===== config.mk =====
export PLATFORM = sky130hd
export DESIGN_NAME = bnn_conv_seq
export DESIGN_NICKNAME = d
export VERILOG_FILES = /design/src/rtl/bnn_conv_seq.sv
export SDC_FILE = /design/constraint.sdc
export NUM_CORES = 1
export LEC_CHECK = 0
export CORE_MARGIN = 2
export CORE_UTILIZATION = 40
export DETAILED_ROUTE_END_ITERATION = 8
export MAX_ROUTING_LAYER = met4
export SLEW_MARGIN = 20
export SYNTH_ARGS = -nofsm -noshare
export SYNTH_HDL_FRONTEND = slang
export SYNTH_SLANG_ARGS = --single-unit
export TNS_END_PERCENT = 20

===== constraint.sdc =====
create_clock -name clk -period 3.9 [get_ports clk]
set_clock_uncertainty 0.15 [all_clocks]
set_input_delay 0.39 -clock clk [delete_from_list [all_inputs] [get_ports clk]]
set_output_delay 0.39 -clock clk [all_outputs]
set_load 0.01 [all_outputs]

===== src/rtl/bnn_conv_seq.sv =====
// bnn_conv_seq: buffers one feature frame and issues every sliding KSIZE window
// to the conv engine, once per frame for NUM_FRAMES frames, then pulses done.
module bnn_conv_seq #(
  parameter int DW         = 16,
  parameter int KSIZE      = 5,
  parameter int FRAME_LEN  = 20,
  parameter int NUM_FRAMES = 6,
  localparam int NPOS = FRAME_LEN - KSIZE + 1,
  localparam int FW   = NUM_FRAMES > 1 ? $clog2(NUM_FRAMES) : 1,
  localparam int PW   = NPOS > 1 ? $clog2(NPOS) : 1,
  localparam int WW   = FRAME_LEN > 1 ? $clog2(FRAME_LEN) : 1
) (
  input  logic                clk,
  input  logic                rst_n,
  input  logic                start,
  input  logic                abort,
  input  logic                in_valid,
  input  logic [DW-1:0]       in_data,
  output logic                in_ready,
  output logic                win_valid,
  output logic [KSIZE*DW-1:0] win_data,
  input  logic                win_ready,
  output logic [FW-1:0]       frame_idx,
  output logic [PW-1:0]       pos_idx,
  output logic                busy,
  output logic                done
);
  typedef enum logic [1:0] {S_IDLE, S_LOAD, S_RUN, S_DONE} state_t;
  state_t state, state_n;
  logic [FW-1:0] frame_n;
  logic [PW-1:0] pos_n;
  logic [WW-1:0] wr_idx, wr_n;
  logic [DW-1:0] mem [FRAME_LEN];
  always_ff @(posedge clk or negedge rst_n)
    if (!rst_n) begin
      state     <= S_IDLE;
      frame_idx <= '0;
      pos_idx   <= '0;
      wr_idx    <= '0;
    end else begin
      state     <= state_n;
      frame_idx <= frame_n;
      pos_idx   <= pos_n;
      wr_idx    <= wr_n;
    end
  always_comb begin
    state_n = state;
    frame_n = frame_idx;
    pos_n   = pos_idx;
    wr_n    = wr_idx;
    if (abort) begin
      state_n = S_IDLE;
      frame_n = '0;
      pos_n   = '0;
      wr_n    = '0;
    end else begin
      unique case (state)
        S_IDLE: if (start) begin
          state_n = S_LOAD;
          frame_n = '0;
          pos_n   = '0;
          wr_n    = '0;
        end
        S_LOAD: if (in_valid) begin
          wr_n = wr_idx == WW'(FRAME_LEN - 1) ? '0 : wr_idx + WW'(1);
          if (wr_idx == WW'(FRAME_LEN - 1)) begin
            state_n = S_RUN;
            pos_n   = '0;
          end
        end
        S_RUN: if (win_ready) begin
          pos_n = pos_idx == PW'(NPOS - 1) ? '0 : pos_idx + PW'(1);
          // last window of the frame: reload next frame or finish
          if (pos_idx == PW'(NPOS - 1)) begin
            state_n = frame_idx == FW'(NUM_FRAMES - 1) ? S_DONE : S_LOAD;
            frame_n = frame_idx == FW'(NUM_FRAMES - 1) ? frame_idx : frame_idx + FW'(1);
          end
        end
        S_DONE: state_n = S_IDLE;
      endcase
    end
  end
  assign in_ready  = state == S_LOAD;
  assign win_valid = state == S_RUN;
  assign busy      = state != S_IDLE;
  assign done      = state == S_DONE;
  always_ff @(posedge clk or negedge rst_n)
    if (!rst_n) begin
      for (int i = 0; i < FRAME_LEN; i++) mem[i] <= '0;
    end else if (in_ready && in_valid) begin
      mem[wr_idx] <= in_data;
    end
  // window is a pure slice of the buffer at the registered start position
  for (genvar k = 0; k < KSIZE; k++) begin : g_tap
    assign win_data[k*DW +: DW] = mem[WW'(pos_idx) + WW'(k)];
  end
endmodule


======== Word-level counts from Yosys, hierarchy flattened ========
Cells that the tools add are included.
operators by class
  $add $sub $neg .......................... 7
  bitwise logic cells ..................... 6
  reductions and logical operators ........ 11
  multiply operators ...................... 0
  mux-type cells .......................... 44
  equal/unequal tests ..................... 12
  divide/modulo/power cells ............... 0
  order comparisons ....................... 7
  shift operators ......................... 0
operator list
  kind                 number
  $bmux 16 s5          5
  $bwmux 320           1
  $mux 16              11
  $demux 16 s5         1
  $ge 6x6->1 const B   6
  $not 5->6            5
  $mux 4               6
  $mux 5               4
  $mux 3               5
  $reduce_and 5->1     3
  $mux 2               7
  $pmux 4 s3           1
  $add 4x2->5 const B  2
  $pmux 5 s2           1
  $ne 3x2->1 const B   3
  $ne 3x3->1 const B   3
  $pmux 2 s4           1
  $lt 6x1->1 const B   1
  $not 4->6            1
  $pmux 3 s2           1
  $reduce_bool 3->1    2
  $add 4x1->5 const B  1
  $add 4x3->5 const B  1
  $add 5x1->5 const B  1
  12 further kinds     14
storage, ports and cells
  bits of input ports ..................... 22
  register bits ........................... 334
  RAM bits ................................ 0
  bits in read-only memories .............. 0
  bits in latches ......................... 0
  memories kept ........................... 0

======== Longest topological paths before layout ========
  depth in word-level cells ............... 6
  mapped depth ............................ 14
  mapped depth without buffers ............ 7

======== Least setup slack after synthesis ========
Ideal clock, no wire load.
  kind .................................... reg-to-output
  start ................................... register pos_idx[1]
  end ..................................... output win_data[49]
  arrival ................................. 3.140 ns
  cell stages (with the launch flop) ...... 12
  setup slack ............................. 0.220 ns
  cells stage by stage .................... dfrtp_1 -> buf_2 -> buf_4 -> buf_2 -> clkbuf_1 -> inv_1 -> ha_1 -> xor2_2 -> buf_6 -> mux4_2 -> o22a_1 -> o21ai_0
between the ends
  word-level cells in the longest chain between the ends .. 5
RTL lines
  item                                        RTL line  source
  start: declaration                          24        output logic [PW-1:0] pos_idx,
  start signal: assignment                    43        pos_idx <= pos_n;
  $add 4x2->5                                 95        assign win_data[k*DW +: DW] = mem[WW'(pos_idx) + WW'(k)];
  $not 5->6 (implied by the code)             95
  $bmux 16 s5                                 95
  $mux 16 (implied by the code) (2 in a row)  95
  end: declaration                            21        output logic [KSIZE*DW-1:0] win_data,
No other way between the ends. The select of a mux whose other input is x is not followed.

======== Worst setup path in the final report ========
  start ................................... register pos_idx[1]
  end ..................................... output win_data[31]
between the ends
  word-level cells in the longest chain between the ends .. 5
RTL lines
  item                                        RTL line
  $add 4x1->5                                 95
  $not 5->6 (implied by the code)             95
  $bmux 16 s5                                 95
  $mux 16 (implied by the code) (2 in a row)  95
No other way between the ends. The select of a mux whose other input is x is not followed.

==> out/metrics.yaml <==
sta:
  slew_violations: 0
  max_slew_margin_pct: 35.1
  fmax_mhz: 254
  setup_viol: 3
  period_share_pct: 101
  fin_ws_ns: -0.0405
  rsz0062_at_grt: "yes"
  hold_viol: 0
  whs_ns: 0.200
  fin_crit_ns: 3.94
  worst_pin_slew_ns: 0.970
  tns_ns: -0.0477
synth:
  netlist.area_leader.share_pct: 36.1
  ys_types: 61
  syn_area_per_cell_sq_um: 13.7
  yosys_warnings: 0
  synth_flop_cell: "dfrtp_1"
  ys_async_sr_fraction_pct: 100
  yosysTopAreaCell: "dfrtp_1"
  ys_ff_latch: 334
  synth_area_leaders: "dfrtp_1 36%, mux4_2 24%, mux2_2 17%"
  yosysSeqAreaShare_pct: 36.1
  synth_edf_count: 0
  synth_nets: 1724
  synth_area_sq_um: 23200
  syn-instance-count: 1691
global_route:
  grt_start_max_net_pins: 101
  grt_pass1_vias: 16900
  grt_first_pass_wirelength_um: 118000
  overflow: 0
  track_usage_pct: 27.7
  antenna_found_initial: 5
floorplan:
  core_area_sq_um: 57500
  die_area_sq_um: 59800
  ioPinCount: 113
  dieWidth_um: 245
  rows: 88
  start_util_pct: 40.3
  fp.dieH_um: 245
cts:
  cts.path.max_buffers: 3
  cts.sinks: 334
  numCtsBuffers: 39
  h-tree-depth: 2
  clk_latency_ns: 0.56
  clk_pin_slew_ns: 0.06
  cts-root-buf: "clkbuf_16"
  cts_tree: "built"
critical_path:
  crit_fanout: 33
  worstSetupPathType: "reg2out"
  crit_arrival_ns: 3.40
  crit_slowest_cell: "dfrtp_4"
  cp_top_family: "buffers and inverters"
  cp_cell_sequence: "inv_2 -> ha_4 -> buf_16 -> mux4_2 -> nor2b_1 -> a211oi_1 -> o31ai_2 -> clkdlybuf4s50_1"
  worstSetupStartpointType: "flip-flop"
  crit_buf_inv: 3
  max_stage_delay_ns: 0.53
  crit_path_end_kind: "output port"
  cp.required_ns: 3.36
drt:
  vias: 16800
  drtPass1Iterations: 7
  wl_per_cell_um: 31.4
  drt_iter0_markers: 1491
  vias_per_cell: 6.53
  ant_nets: 0
  drc: 0
  wl_um: 80800
final_layout:
  fin_area_sq_um: 27000
  syn_to_final_growth_pct: 16.7
  nets: 1807
  layout-drive-gt1-share_pct: 45.0
  final_core_util_pct: 47.0
pwr:
  p_leak_nw: 11.3
  ir_worst_vdd_mv: 0.227
  power.density_nw_per_um2: 324
outcome:
  outcome: "complete, but fails checks"
  violations: "negative setup slack"
run:
  maxCapViolations: 0
placement:
  dp_hpwl_um: 51900
  numPortBuffers: 112
  dpl-instance-area_sq_um: 25200
  gp_routability_congestion: 0.892
  place_ws_ns: 0.247
min_path:
  hp-class: "in2async"
-- layout make-up --
cell class	instances	area [sq um]
tap	765	957
fill	5073	30400
clock buffer	55	1120
inverter	24	93.8
multi-input combinational	1160	13900
antenna	4	10.0
sequential	334	8370
timing repair buffer	215	2380
clock inverter	16	193
-- per-stage QoR --
| stage | total power [mW] | cells |
|---|---|---|
| floorplan | 4.33 | 1691 |
| global placement | 4.93 | 2477 |
| detailed placement | 4.95 | 2477 |
| CTS | 8.80 | 2566 |
| global route | 9.02 | 2573 |
| finish | 8.74 | 2573 |
-- registers in the layout, summed over array words and instances (netlist names) --
register / flops
mem: 320
frame_idx: 3
pos_idx: 4
state: 2
wr_idx: 5
-- timing repair --
item                                    CTS  global route
cloned                                    5             1
hold endpoints to repair                 52             0
hold buffers                              1             0
endpoints found under the setup margin   60            33
gates resized for setup                  57            22
buffers inserted                         12             2
pin swaps                                 5             2
-- report_power, final --
| part | total, mW | internal (mW) | leakage, nW | switching [mW] |
|---|---|---|---|---|
| clock network | 3.84 | 2.27 | 0.643 | 1.57 |
| registers | 3.72 | 3.59 | 4.59 | 0.130 |
| logic | 1.18 | 0.604 | 6.05 | 0.579 |
| total | 8.74 | 6.47 | 11.3 | 2.28 |
-- path summary, 6_finish.rpt --
| kind | endpoint | start | cells past startpoint | slack, ns |
|---|---|---|---|---|
| setup / recovery | win_data[31] | pos_idx[1] | 8 | -0.04 |
| hold / removal | mem[100] | rst_n | 2 | 0.20 |
| hold reg to reg | mem[194] | mem[194] | 1 | 0.40 |
| setup reg to reg | mem[94] | state[1] | 5 | 1.06 |
| max in group asynchronous | mem[38] | rst_n | 3 | 2.42 |
| min in group clk | mem[194] | mem[194] | 1 | 0.40 |
-- logic make-up after synthesis --
family	share of synthesized area (%)
compound gates	5.63
buf+inv	4.58
xor+xnor	0.303
fa+ha+maj	0.594
mux	49.1
flops	36.1
simple gates	3.72
-- cells in the mapped netlist (21+ instances only) --
cell type,n
a21oi_1,66
buf_2,50
buf_4,32
clkbuf_1,64
dfrtp_1,334
inv_1,23
mux2_2,346
mux2i_1,184
mux4_2,243
nand2_1,61
nand2b_1,22
nor2_1,21
-- cell usage in the layout (no fill, tap or decap), types with 11 or more instances in the layout --
cell / Yosys / final
dlymetal6s2s_1: 0 / 13
buf_12: 1 / 17
nand2_1: 61 / 61
nor2_1: 21 / 20
o22ai_1: 19 / 18
clkdlybuf4s50_1: 0 / 80
mux4_2: 243 / 243
clkbuf_16: 0 / 42
buf_4: 32 / 72
mux2_2: 346 / 344
dfrtp_1: 334 / 330
nand3_1: 12 / 12
a22o_1: 17 / 17
a21oi_1: 66 / 65
dlygate4sd2_1: 0 / 17
o22a_1: 16 / 16
nand2_2: 12 / 12
inv_1: 23 / 21
o221ai_1: 16 / 16
a21o_1: 11 / 11
o21ai_0: 19 / 17
mux2i_1: 184 / 184
nand2b_1: 22 / 21
-- per-layer routing --
| metal | wire, um | global-route usage (%) | up-vias |
|---|---|---|---|
| li1 | - | - | 6837 |
| met1 | 33200 | 36.2 | 8934 |
| met2 | 37400 | 41.5 | 820 |
| met3 | 6790 | 6.53 | 202 |
| met4 | 3530 | 11.2 | 0 |
| met5 | 0 | - | - |
-- worst register-to-register path: stages, from the launching register on --
cell and delay, ns:
dfrtp_1 0.60, nor2b_1 0.52, nand3_1 0.22, nor2_2 0.58, buf_12 0.28, mux2_2 0.37
No activity file was read; power rests on OpenSTA's default activity.
